$ cat src/rtl/mcpu_fetch_queue_if.sv
// Fetch-queue bus bundle: instruction-memory port, redirect input and decode-side handshake.
// master = fetch queue, slave = memory/consumer side.
interface mcpu_fetch_queue_if #(
  parameter int WORD_SIZE  = 16,
  parameter int ADDR_WIDTH = 8,
  parameter int DEPTH      = 4
);
  localparam int OCC_W = $clog2(DEPTH) + 1;

  logic                  imem_req;
  logic [ADDR_WIDTH-1:0] imem_addr;
  logic [WORD_SIZE-1:0]  imem_rdata;
  logic                  redirect_valid;
  logic [ADDR_WIDTH-1:0] redirect_pc;
  logic                  instr_valid;
  logic                  instr_ready;
  logic [WORD_SIZE-1:0]  instr_data;
  logic [ADDR_WIDTH-1:0] instr_pc;
  logic [OCC_W-1:0]      occupancy;

  modport master (
    output imem_req, imem_addr, instr_valid, instr_data, instr_pc, occupancy,
    input  imem_rdata, redirect_valid, redirect_pc, instr_ready
  );

  modport slave (
    input  imem_req, imem_addr, instr_valid, instr_data, instr_pc, occupancy,
    output imem_rdata, redirect_valid, redirect_pc, instr_ready
  );
endinterface

$ cat src/rtl/mcpu_fetch_queue.sv
// Instruction prefetch queue: streams sequential words into an address-tagged FIFO, flushes on redirect.
// Define MCPU_FETCH_BYPASS_EN to present a response straight to the consumer when the FIFO is empty.
module mcpu_fetch_queue #(
  parameter int WORD_SIZE  = 16,
  parameter int ADDR_WIDTH = 8,
  parameter int DEPTH      = 4
) (
  input  logic                clk,
  input  logic                reset,
  mcpu_fetch_queue_if.master  bus
);
  localparam int PW = $clog2(DEPTH);
  localparam int CW = PW + 1;

  logic [ADDR_WIDTH-1:0] fetch_pc;
  logic [ADDR_WIDTH-1:0] inflight_tag;
  logic                  inflight;
  logic [WORD_SIZE-1:0]  fifo_data [DEPTH];
  logic [ADDR_WIDTH-1:0] fifo_pc   [DEPTH];
  logic [PW-1:0]         rd_ptr;
  logic [PW-1:0]         wr_ptr;
  logic [CW-1:0]         count;

  logic                  resp_valid;
  logic                  bypass_hit;
  logic                  pop;
  logic                  pop_fifo;
  logic                  push;
  logic [CW:0]           credit_use;

  // A response is squashed when a redirect or reset lands in the same cycle.
  always_comb begin
    resp_valid = inflight & ~bus.redirect_valid & ~reset;
`ifdef MCPU_FETCH_BYPASS_EN
    bypass_hit = resp_valid & (count == '0);
`else
    bypass_hit = 1'b0;
`endif
    bus.instr_valid = (count != '0) | bypass_hit;
    bus.instr_data  = bypass_hit ? bus.imem_rdata : fifo_data[rd_ptr];
    bus.instr_pc    = bypass_hit ? inflight_tag   : fifo_pc[rd_ptr];
    bus.occupancy   = count;

    pop      = bus.instr_valid & bus.instr_ready;
    pop_fifo = pop & ~bypass_hit;
    push     = resp_valid & ~(bypass_hit & bus.instr_ready);

    // Slots already owned (stored + in flight) after this cycle's pop must leave room for a new word.
    credit_use   = {1'b0, count} + {{CW{1'b0}}, inflight} - {{CW{1'b0}}, pop};
    bus.imem_req = ~reset & ~bus.redirect_valid & (credit_use < (CW+1)'(DEPTH));
    bus.imem_addr = fetch_pc;
  end

  always_ff @(posedge clk) begin
    if (reset) begin
      fetch_pc     <= '0;
      inflight     <= 1'b0;
      inflight_tag <= '0;
      rd_ptr       <= '0;
      wr_ptr       <= '0;
      count        <= '0;
    end else if (bus.redirect_valid) begin
      fetch_pc <= bus.redirect_pc;
      inflight <= 1'b0;
      rd_ptr   <= '0;
      wr_ptr   <= '0;
      count    <= '0;
    end else begin
      inflight <= bus.imem_req;
      if (bus.imem_req) begin
        fetch_pc     <= fetch_pc + ADDR_WIDTH'(1);
        inflight_tag <= fetch_pc;
      end
      if (push)
        wr_ptr <= wr_ptr + PW'(1);
      if (pop_fifo)
        rd_ptr <= rd_ptr + PW'(1);
      count <= count + {{PW{1'b0}}, push} - {{PW{1'b0}}, pop_fifo};
    end
  end

  // Storage needs no reset; occupancy alone decides which entries are live.
  always_ff @(posedge clk) begin
    if (push) begin
      fifo_data[wr_ptr] <= bus.imem_rdata;
      fifo_pc[wr_ptr]   <= inflight_tag;
    end
  end
endmodule

$ cat src/flat_wrapper.sv
// flat-port wrapper written by rule: the top's interface ports become plain ports
module mcpu_fetch_queue_flat 
#(
  parameter int WORD_SIZE  = 16,
  parameter int ADDR_WIDTH = 8,
  parameter int DEPTH      = 4
)
  (clk, reset, bus_imem_req, bus_imem_addr, bus_instr_valid, bus_instr_data, bus_instr_pc, bus_occupancy, bus_imem_rdata, bus_redirect_valid, bus_redirect_pc, bus_instr_ready);
  mcpu_fetch_queue_if #(.WORD_SIZE(WORD_SIZE), .ADDR_WIDTH(ADDR_WIDTH), .DEPTH(DEPTH)) bus_i ();
  input  logic clk;
  input  logic reset;
  output wire logic [$bits(bus_i.imem_req)-1:0] bus_imem_req;
  output wire logic [$bits(bus_i.imem_addr)-1:0] bus_imem_addr;
  output wire logic [$bits(bus_i.instr_valid)-1:0] bus_instr_valid;
  output wire logic [$bits(bus_i.instr_data)-1:0] bus_instr_data;
  output wire logic [$bits(bus_i.instr_pc)-1:0] bus_instr_pc;
  output wire logic [$bits(bus_i.occupancy)-1:0] bus_occupancy;
  input wire logic [$bits(bus_i.imem_rdata)-1:0] bus_imem_rdata;
  input wire logic [$bits(bus_i.redirect_valid)-1:0] bus_redirect_valid;
  input wire logic [$bits(bus_i.redirect_pc)-1:0] bus_redirect_pc;
  input wire logic [$bits(bus_i.instr_ready)-1:0] bus_instr_ready;
  assign bus_imem_req = bus_i.imem_req;
  assign bus_imem_addr = bus_i.imem_addr;
  assign bus_instr_valid = bus_i.instr_valid;
  assign bus_instr_data = bus_i.instr_data;
  assign bus_instr_pc = bus_i.instr_pc;
  assign bus_occupancy = bus_i.occupancy;
  assign bus_i.imem_rdata = bus_imem_rdata;
  assign bus_i.redirect_valid = bus_redirect_valid;
  assign bus_i.redirect_pc = bus_redirect_pc;
  assign bus_i.instr_ready = bus_instr_ready;
  mcpu_fetch_queue #(.WORD_SIZE(WORD_SIZE), .ADDR_WIDTH(ADDR_WIDTH), .DEPTH(DEPTH)) u_core (.clk(clk), .reset(reset), .bus(bus_i));
endmodule
$ cat config.mk
export PLATFORM = sky130hd
export DESIGN_NAME = mcpu_fetch_queue_flat
export DESIGN_NICKNAME = d
export VERILOG_FILES = /design/src/rtl/mcpu_fetch_queue_if.sv /design/src/rtl/mcpu_fetch_queue.sv /design/src/flat_wrapper.sv
export SDC_FILE = /design/constraint.sdc
export NUM_CORES = 1
export LEC_CHECK = 0
export ABC_AREA = 1
export CORE_MARGIN = 3
export CORE_UTILIZATION = 25
export DETAILED_ROUTE_END_ITERATION = 16
export SYNTH_ARGS = -nofsm -noshare
export SYNTH_HDL_FRONTEND = slang
export SYNTH_SLANG_ARGS = --single-unit
$ cat constraint.sdc
create_clock -name clk -period 3.3 [get_ports clk]
set_clock_uncertainty 0.1 [all_clocks]
set_input_delay 0.495 -clock clk [delete_from_list [all_inputs] [get_ports clk]]
set_output_delay 0.495 -clock clk [all_outputs]
set_load 0.005 [all_outputs]
# Word-level counts from Yosys, hierarchy flattened
# Memories as Yosys holds them, arrays and structs flattened. A register that Yosys moved wholly into a read port is not among the register bits.
# Cells that the tools add are included.
totals:
  input_bits: 28
  mem_bits_rw: 96
  output_inout_bits: 37
  wordCells: 35
  regBits: 24
  n_memories: 2
classes:
  n_reduce_logical: 4
  bitwise: 7
  n_mux: 8
  magnitude_cmp: 1
  n_addsub: 7
mem_list:
  columns: ["memory", "depth", "width", "rd", "rd_ports_with_merged_regs", "wr", "line_no", "source"]
  rows:
  - ["u_core.fifo_data", 4, 16, 1, 1, 1, "mcpu_fetch_queue.sv:18", "logic [WORD_SIZE-1:0] fifo_data [DEPTH];"]
  - ["u_core.fifo_pc", 4, 8, 1, 1, 1, "mcpu_fetch_queue.sv:19", "logic [ADDR_WIDTH-1:0] fifo_pc [DEPTH];"]
ops:
  columns: ["op", "n"]
  rows:
  - ["8-bit 2-to-1 mux", 2]
  - ["8-bit by 1-bit adder with 8-bit output, second input constant", 1]
  - ["2-bit 2-to-1 mux", 4]
  - ["1-bit AND", 5]
  - ["2-bit by 1-bit adder with 2-bit output, second input constant", 2]
  - ["3-bit by 1-bit adder with 4-bit output", 1]
  - ["4-bit by 3-bit less-than comparator with 1-bit output, second input constant", 1]
  - ["4-bit by 1-bit subtractor with 4-bit output", 1]
  - ["3-bit by 1-bit adder with 3-bit output", 1]
  - ["3-bit nonzero test", 1]
  - ["3-bit by 1-bit subtractor with 3-bit output", 1]
  - ["1-bit 2-to-1 mux", 2]
  - ["1-bit NOT", 2]
  - ["2-bit AND reduction", 1]
  - ["2-bit nonzero test", 1]
  - ["2-bit OR reduction", 1]

# Longest topological paths before layout
# Gate-level depths: netlist (run 1).
logic_depth:
  depth_word: 7
  ltp_mapped: 15
  ltp_nobuf: 14

# Worst setup path after synthesis (run 1)
# Ideal clock, no wire load.
synth_path:
  path_kind: "input-to-reg"
  startpoint: "in reset"
  endpoint: "mem u_core.fifo_data[0][0] (enable)"
  path_buffers: 1
  setup_ns: 0.405
  stages: 4
  t_arrival_ns: 1.998
  required_ns: 2.795
  setup_slack_ns: 0.797
  path_cell_list: "buf_2 > nor2_4 > nand2_1 > nor2_1"
synth_between:
  elab_chain_len: 4
synth_rtl:
  columns: ["element", "line_no", "source"]
  rows:
  - ["start: declaration", "flat_wrapper.sv:11", "input logic reset;"]
  - ["1-bit NOT", "mcpu_fetch_queue.sv:33", "resp_valid = inflight & ~bus.redirect_valid & ~reset;"]
  - ["1-bit AND", "mcpu_fetch_queue.sv:33", null]
  - ["1-bit 2-to-1 mux", "mcpu_fetch_queue.sv:84", "if (push) begin"]
  - ["1-bit 2-to-1 mux (implied by the code)", "mcpu_fetch_queue.sv:85", "fifo_data[wr_ptr] <= bus.imem_rdata;"]
  - ["end: declaration", "mcpu_fetch_queue.sv:18", null]
# Every way passes these cells.

# Worst setup path in the final report (run 1)
layout_path:
  startpoint: "in bus_instr_ready"
  endpoint: "out bus_imem_req"
layout_between:
  elab_chain_len: 4
layout_rtl:
  columns: ["element", "line_no", "source"]
  rows:
  - ["start: declaration", "flat_wrapper.sv:21", "input wire logic [$bits(bus_i.instr_ready)-1:0] bus_instr_ready;"]
  - ["1-bit AND", "mcpu_fetch_queue.sv:44", "pop = bus.instr_valid & bus.instr_ready;"]
  - ["4-bit by 1-bit subtractor with 4-bit output", "mcpu_fetch_queue.sv:49", "credit_use = {1'b0, count} + {{CW{1'b0}}, inflight} - {{CW{1'b0}}, pop};"]
  - ["4-bit by 3-bit less-than comparator with 1-bit output", "mcpu_fetch_queue.sv:50", "bus.imem_req = ~reset & ~bus.redirect_valid & (credit_use < (CW+1)'(DEPTH));"]
  - ["1-bit AND", "mcpu_fetch_queue.sv:50", null]
  - ["end: declaration", "flat_wrapper.sv:12", "output wire logic [$bits(bus_i.imem_req)-1:0] bus_imem_req;"]
# Every way passes these cells.

==> impl_metrics.toml, run 1 <==
[global_route]
grt_pass1_wl_mm = 17.7
antenna_found_initial = 0
grt_pass1_vias = 3460
track_usage_pct = 10.6
grt_max_degree = 49
grt.overflow.total = 0

[logic_synthesis]
seq_area_frac_synth_pct = 69.4
synth_warnings = 0
synth_cell_types = 30
synth_nets = 459
synth-seq-cells = 122
syn_area_um2 = 4900
synthCells = 421
syn-mean-instance-area_um2 = 11.7

[floorplanning]
coreArea_um2 = 19000
die_y_um = 146
dieArea_um2 = 21300
row_count = 50
io_pins = 65
die_w_um = 146
initial_core_util_pct = 25.8

[route]
wire_per_inst_um = 14.2
vias_per_cell = 4.34
postRouteWirelength_mm = 10.9
drt_iter0_markers = 197
vias = 3343
drcViolationCount = 0
ant_nets = 0
firstDrtPassIters = 4

[worst_setup_path]
path_cells = "clkdlybuf4s50_1, and2_1, ha_1, inv_2, ha_1, nand2_1, nor2_1, nor2_1, nand2_2, nand3_4, clkinv_2, clkdlybuf4s50_1"
start_kind = "primary input"
cpMaxStageDelayCell = "clkdlybuf4s50_1"
max_stage_delay_ps = 450
critPathKind = "in2out"
path_delay_family = "buffers and inverters"
cp.arrival_ps = 2540
end_kind = "primary output"
crit_required_ps = 2700
cp.buffers_inverters = 4
worst-path-max-fanout = 2

[run]
drv_cap = 0

[pwr]
power_density_nw_per_um2 = 559
power.total_uw = 3610
ir_drop_mv = 0.362
leakage_uw = 0.00221

[sta]
final_hold_viol_count = 0
worst_pin_slew_ps = 647
slew_violations = 0
hold-worst-slack_ps = 367
min_period_ps = 3130
rsz0062_at_grt = "false"
fin_crit_sh_pct = 94.9
relSlewSlack_pct = 56.8
setup_tns_ps = 0
max_freq_mhz = 319
setup_viol = 0
layout_setup_ws_ps = 168

[clocking]
cts_buffers = 17
cts_sinks = 122
cts_tree = "done"
clk_pin_slew_ps = 50
htreeDepth = 4
clk_latency_ps = 400
cts.path.max_buffers = 2
root_buffer = "clkbuf_16"

[place]
hpwl_mm = 6.87
io_buffer_count = 64
dp_slack_ps = 182
dp.cells = 737
gp_congestion = 0.815

[status]
status = "finished clean"

[final_layout]
final_common_cell = "edfxtp_1"
antennaDiodeCount = 0
fin_nets = 535
final_cell_mix = "edfxtp_1, clkdlybuf4s50_1, nor2_1"
area_delta_synth_final_pct = 31.7
drive_above_1_share_pct = 11.8
n_fill_cell = 1916
layout.cells.non_filler = 770

[worst_hold_path]
hp-class = "reg2reg"
synth_stat cells:
master,count,area share [%]
nand2_1,54,4.1
a211oi_1,1,0.15
inv_1,22,1.7
o21bai_1,2,0.31
nor2_4,1,0.23
clkinv_2,1,0.10
o21ai_0,54,5.5
nand3_4,1,0.36
buf_4,1,0.15
a21oi_1,19,1.9
clkbuf_1,9,0.69
xor2_1,2,0.36
and2_1,1,0.13
xnor2_1,2,0.36
o22ai_1,24,3.1
nand2_4,1,0.23
edfxtp_1,96,59
nand3_2,1,0.20
ha_1,9,2.3
nand3b_1,1,0.15
buf_6,1,0.23
o21bai_2,1,0.23
a21oi_2,1,0.18
inv_2,1,0.076
nand3_1,14,1.4
nand2_2,2,0.26
fa_1,1,0.41
dfxtp_1,26,11
nor2_1,62,4.7
buf_2,10,1.0
kinds of logic (layout without fill, tap and decap cells):
group / Yosys count / count (layout) / synth area share (%)
and+or+nand+nor: 138 / 138 / 11.9
DFF: 122 / 122 / 69.4
AOI/OAI and AO/OA: 102 / 102 / 11.4
buffers and inverters: 45 / 134 / 3.95
adders and majority gates: 10 / 10 / 2.70
xor gates and xnor gates: 4 / 4 / 0.714
area by class of cell:
| type | instances | area (um2) | area share, % |
|---|---|---|---|
| Sequential cell | 122 | 3410 | 52.7 |
| Multi-Input combinational cell | 254 | 1320 | 20.4 |
| Timing Repair Buffer | 78 | 758 | 11.7 |
| Clock buffer | 20 | 437 | 6.76 |
| Tap cell | 260 | 325 | 5.03 |
| Clock inverter | 12 | 126 | 1.96 |
| Inverter | 24 | 91.3 | 1.41 |
worst reg2reg max path, cell delays in order, from the launching register on:
cell and delay, ps:
dfxtp_2 330, inv_2 80, nand3_1 100, and2_1 170, ha_1 190, inv_2 70
ha_1 230, nand2_1 110, nor2_1 50, nor2_1 130, nand2_2 80, nand3_4 70
buf_4 230, nand2_4 100, nand2_1 90, a21oi_1 60
registers in the layout (all words and copies together) (netlist names), named ones only:
| register | cells |
|---|---|
| u_core.rd_ptr | 2 |
| u_core.bus.occupancy | 3 |
| u_core.wr_ptr | 2 |
| u_core.bus.imem_addr | 8 |
| u_core.fifo_pc | 32 |
| u_core.inflight | 1 |
| u_core.fifo_data | 64 |
| u_core.inflight_tag | 8 |
through the flow:
step | utilization (%) | cell area (um2)
5_1_grt | 34.0 | 6460
2_1_floorplan | - | 4900
4_1_cts | 33.9 | 6450
3_5_place_dp | 31.0 | 5890
6_report | 34.0 | 6460
3_3_place_gp | 31.0 | 5890
layer usage:
metal	global-route usage (%)	routed length (um)	vias to the layer above
met5	0	0	-
met4	4.23	89	0
met3	3.23	602	9
met2	17.2	5420	99
met1	13.2	4800	1598
li1	-	-	1637
what timing repair did:
item,in CTS,in global routing
hold buffers,0,0
gates resized for setup,0,3
setup endpoints to repair,0,1
buffers inserted,0,1
power breakdown:
part	total (uW)	switching (uW)	internal, uW	leakage, uW
Sequential	1700	20.1	1680	0.00109
Clock	1730	628	1100	0.000263
Combinational	183	86.9	96.6	0.000854
Total	3610	735	2870	0.00221
final timing paths:
path / start / depth (start not counted) / slack, ps / endpoint
setup / recovery: bus_instr_ready / 12 / 170 / bus_imem_req
hold / removal: u_core.rd_ptr[1] / 2 / 370 / flop
setup reg to reg: u_core.bus.occupancy[2] / 15 / 1020 / u_core.bus.imem_addr[7]
hold reg to reg: u_core.rd_ptr[1] / 2 / 370 / flop
(Power assumes the default switching activity.)
==> inputs of run 2 (changes only) <==
CORE_UTILIZATION = 40   (was 25)
==> impl_metrics.toml, run 2 (same netlist as run 1, synthesis figures left out) <==
[worst_setup_path]
crit_start = "bus_instr_ready"
crit_required_ps = 2700
r2r_cells = 15
path_cells = "clkdlybuf4s50_1, and2_1, ha_1, inv_1, ha_1, nand2_2, nor2_1, nor2_1, nand2_2, nand3_4, clkinv_2, clkdlybuf4s50_1"
cpMaxStageDelayCell = "clkdlybuf4s50_1"
end_kind = "primary output"
cp.arrival_ps = 2530
max_stage_delay_ps = 500
cp-endpoint = "bus_imem_req"
rr_startpoint = "u_core.bus.occupancy[1]"
worst-path-max-fanout = 2
critPathKind = "in2out"
r2r_end = "u_core.bus.imem_addr[7]"
ff2ff_setup_slack_ps = 960
start_kind = "primary input"

[worst_hold_path]
min_from = "u_core.rd_ptr[1]"
hp-class = "reg2reg"

[final_layout]
antennaDiodeCount = 0
final_common_cell = "edfxtp_1"
largest_register_ffs = 64
fin_nets = 534
regArea_um2 = 3400
top_register = "u_core.fifo_data"
n_fill_cell = 1013
area_delta_synth_final_pct = 28.7
multi_input_area_um2 = 1320
reg.largest.list = "u_core.fifo_data x64, u_core.fifo_pc x32"
drive_above_1_share_pct = 12.0
final_cell_mix = "edfxtp_1, clkdlybuf4s50_1, nor2_1"

[floorplanning]
io_pins = 65
coreArea_um2 = 11700
dieArea_um2 = 13600
row_count = 39
die_w_um = 117
initial_core_util_pct = 41.9
die_y_um = 117

[sta]
hold-worst-slack_ps = 362
worst_pin_slew_ps = 464
final_hold_viol_count = 0
slew_violations = 0
layout_setup_ws_ps = 176
min_period_ps = 3120
setup_tns_ps = 0
fin_crit_sh_pct = 94.7
setup_viol = 0
relSlewSlack_pct = 69.0
max_freq_mhz = 320
rsz0062_at_grt = "false"

[global_route]
grt_max_degree = 49
grt.overflow.total = 0
grt_pass1_vias = 3285
grt_pass1_wl_mm = 16.1
antenna_found_initial = 0
track_usage_pct = 15.5

[route]
vias_per_cell = 5.03
vias = 3279
dr_wl_met3_um = 447
ant_nets = 0
top_layer = "met4"
drt_iter0_markers = 276
wire_per_inst_um = 15.2
dr_wl_met2_mm = 4.89
met1Wirelength_mm = 4.39
drcViolationCount = 0
firstDrtPassIters = 4
postRouteWirelength_mm = 9.89

[place]
hpwl_mm = 5.87
dp_slack_ps = 179
io_buffer_count = 64
gp_congestion = 0.788

[clocking]
cts_tree = "done"
postCtsSetupBuffers = 0
root_buffer = "clkbuf_16"
clk_pin_slew_ps = 50
clk_latency_ps = 400
cts_hold_buf = 0
cts.path.max_buffers = 2
htreeDepth = 4
cts_sinks = 122
cts_buffers = 17

[pwr]
pwr-share-clk_pct = 48.5
p_int_uw = 2880
combPwrFrac_pct = 5.0
leakage_uw = 0.00220
ir_drop_mv = 0.432
power.total_uw = 3650
power_density_nw_per_um2 = 578
switching_power_uw = 763
power_frac_seq_pct = 46.5
switching_share_pct = 20.9

[status]
status = "finished clean"

[run]
drv_cap = 0
run 2: changes by cell type in the layout (fill, tap and decap cells not counted), sizes merged:
cell | previous run | this run
clkbuf | 20 | 18
inv | 23 | 25
buf | 14 | 13
run 2: metrics by stage:
stage	std cells	util (%)	instance area, um2
2_1_floorplan	421	-	4900
3_3_place_gp	620	48.9	5730
3_5_place_dp	620	48.9	5730
4_1_cts	652	53.9	6310
5_1_grt	652	53.9	6310
6_report	652	53.9	6310
run 2: worst min path at each step:
stage                                   to  slack (ps)  cells after the start
after floorplan                       flop         340                      2
after detailed placement              flop         360                      2
after global routing      u_core.rd_ptr[0]         410                      1
after CTS                             flop         360                      2
final                                 flop         360                      2
after global placement    u_core.rd_ptr[0]         360                      1
run 2: timing repair:
item	in CTS	in global routing
setup endpoints to repair	0	1
endpoints found under the hold margin	0	0
gates resized for setup	0	3
run 2: power by group through the flow:
stage	registers [uW]	clock network, uW	logic (uW)
3_3_place_gp	1720	0	180
3_5_place_dp	1730	0	184
6_report	1690	1770	182
2_1_floorplan	1720	0	83.2
5_1_grt	1700	1870	203
4_1_cts	1690	1800	185
run 2: cell type report:
class	instances	share of cell area, %
Timing Repair Buffer	77	11.7
Clock buffer	18	6.80
Multi-Input combinational cell	254	20.9
Clock inverter	14	2.36
Sequential cell	122	53.9
Tap cell	143	2.84
Inverter	24	1.45
run 2: critical path, delay by kind of cell:
family / cells / cell delay (ps)
and+or+nand+nor: 6 / 510
adders and majority gates: 2 / 450
buffers and inverters: 4 / 1080
run 2: layer usage:
metal,vias to the layer above,GRT usage [%]
met4,0,6.42
met1,1545,19.7
met3,13,3.68
li1,1635,-
met2,86,25.4
met5,-,0
==> inputs of run 3 (changes only) <==
CAP_MARGIN = 40   (was default)
CORE_ASPECT_RATIO = 0.6   (was default)
==> impl_metrics.toml, run 3 (same netlist as run 1, synthesis figures left out) <==
[status]
status = "finished clean"

[floorplanning]
io_pins = 65
die_w_um = 149
dieArea_um2 = 13700
die_y_um = 91.8
coreArea_um2 = 11600
initial_core_util_pct = 42.2
row_count = 30

[worst_setup_path]
cp.arrival_ps = 2340
max_stage_delay_ps = 330
path_cells = "inv_1, nand3_1, and2_1, ha_1, inv_1, ha_1, nand2_1, nor2_1, nor2_1, nand2_2, nand3_4, clkinv_2, dlymetal6s2s_1"
r2r_cells = 15
path_delay_family = "simple AND/OR/NAND/NOR gates"
worst-path-max-fanout = 9
worst-path-stages = 13
cpMaxStageDelayCell = "dfxtp_1"
crit_required_ps = 2700
critPathKind = "reg2out"
end_kind = "primary output"
cp.buffers_inverters = 4
start_kind = "flop"

[sta]
slew_violations = 0
max_freq_mhz = 341
worst_pin_slew_ps = 500
final_hold_viol_count = 0
setup_viol = 0
relSlewSlack_pct = 66.6
hold-worst-slack_ps = 369
setup_tns_ps = 0
min_period_ps = 2930
rsz0062_at_grt = "false"
fin_crit_sh_pct = 88.8
layout_setup_ws_ps = 369

[route]
vias = 3280
postRouteWirelength_mm = 10.2
vias_per_cell = 4.90
wire_per_inst_um = 15.2
drcViolationCount = 0
drt_iter0_markers = 206
ant_nets = 0
firstDrtPassIters = 4

[clocking]
clk_pin_slew_ps = 50
postCtsSetupBuffers = 0
cts_sinks = 122
cts_hold_buf = 0
cts.path.max_buffers = 2
htreeDepth = 4
root_buffer = "clkbuf_16"
clk_latency_ps = 410
cts_tree = "done"
cts_buffers = 17

[pwr]
leakage_uw = 0.00224
power_density_nw_per_um2 = 603
ir_drop_mv = 0.348

[final_layout]
largest_register_ffs = 64
final_common_cell = "edfxtp_1"
fin_nets = 535
antennaDiodeCount = 0
drive_above_1_share_pct = 11.0
final_cell_mix = "edfxtp_1, clkdlybuf4s50_1, nor2_1"
top_register = "u_core.fifo_data"
reg.largest.list = "u_core.fifo_data x64, u_core.fifo_pc x32"
design_area_um2 = 6390
layout.cells.non_filler = 670
area_delta_synth_final_pct = 30.4

[place]
hpwl_mm = 6.15
gp_congestion = 0.761
dpl_cell_area_um2 = 5760
dp_slack_ps = 126
dp.cells = 638
io_buffer_count = 64

[global_route]
track_usage_pct = 15.6
antenna_found_initial = 0
grt_max_degree = 31
grt_pass1_wl_mm = 16.5
grt_pass1_vias = 3111
grt.overflow.total = 0

[worst_hold_path]
hp-class = "reg2reg"
worstHoldPathCells = 2

[run]
drv_cap = 0
## run 3: report_power, final
| part | switching (uW) | total (uW) | internal, uW | leakage (uW) |
|---|---|---|---|---|
| Clock | 648 | 1980 | 1330 | 0.000290 |
| Sequential | 19.3 | 1690 | 1670 | 0.00109 |
| Combinational | 87.8 | 182 | 94.6 | 0.000860 |
## run 3: worst paths after layout
| check | start | end | slack [ps] |
|---|---|---|---|
| min | u_core.rd_ptr[1] | flop | 370 |
| max reg2reg | u_core.bus.occupancy[1] | u_core.bus.imem_addr[7] | 960 |
| max | u_core.bus.occupancy[1] | bus_imem_req | 370 |
| min reg2reg | u_core.rd_ptr[1] | flop | 370 |
## run 3: layer usage
metal,up-vias,global-route usage (%),wire length (um)
met2,76,22.0,4380
li1,1642,-,-
met4,0,6.09,73
met5,-,0,0
met1,1555,23.1,5270
met3,7,3.85,480
## run 3: worst min-delay path: cells and delay by family, from the launching register on
| kind | cells | cell delay (ps) |
|---|---|---|
| buffers and inverters | 1 | 50 |
| flip-flops | 1 | 290 |
| AO/OA/AOI/OAI | 1 | 70 |
## run 3: timing repair
action	4_1_cts	5_1_grt
endpoints found under the hold margin	0	0
resized for setup	0	1
setup endpoints to repair	0	1
## run 3: metrics by stage
stage          utilization [%]  total power (uW)
3_3_place_gp              49.5              1900
4_1_cts                   54.9              3880
3_5_place_dp              49.5              1910
2_1_floorplan                -              1800
6_report                  54.9              3860
5_1_grt                   54.9              3980
## run 3: layout make-up
| cell class | count | area [um2] |
|---|---|---|
| fillers | 970 | 5240 |
| repair buffers | 78 | 748 |
| clock inverters | 13 | 200 |
| inverters | 24 | 91.3 |
| flip-flops and latches | 122 | 3400 |
| multi-input cells | 254 | 1320 |
| well taps | 160 | 200 |
| clock buffers | 19 | 433 |
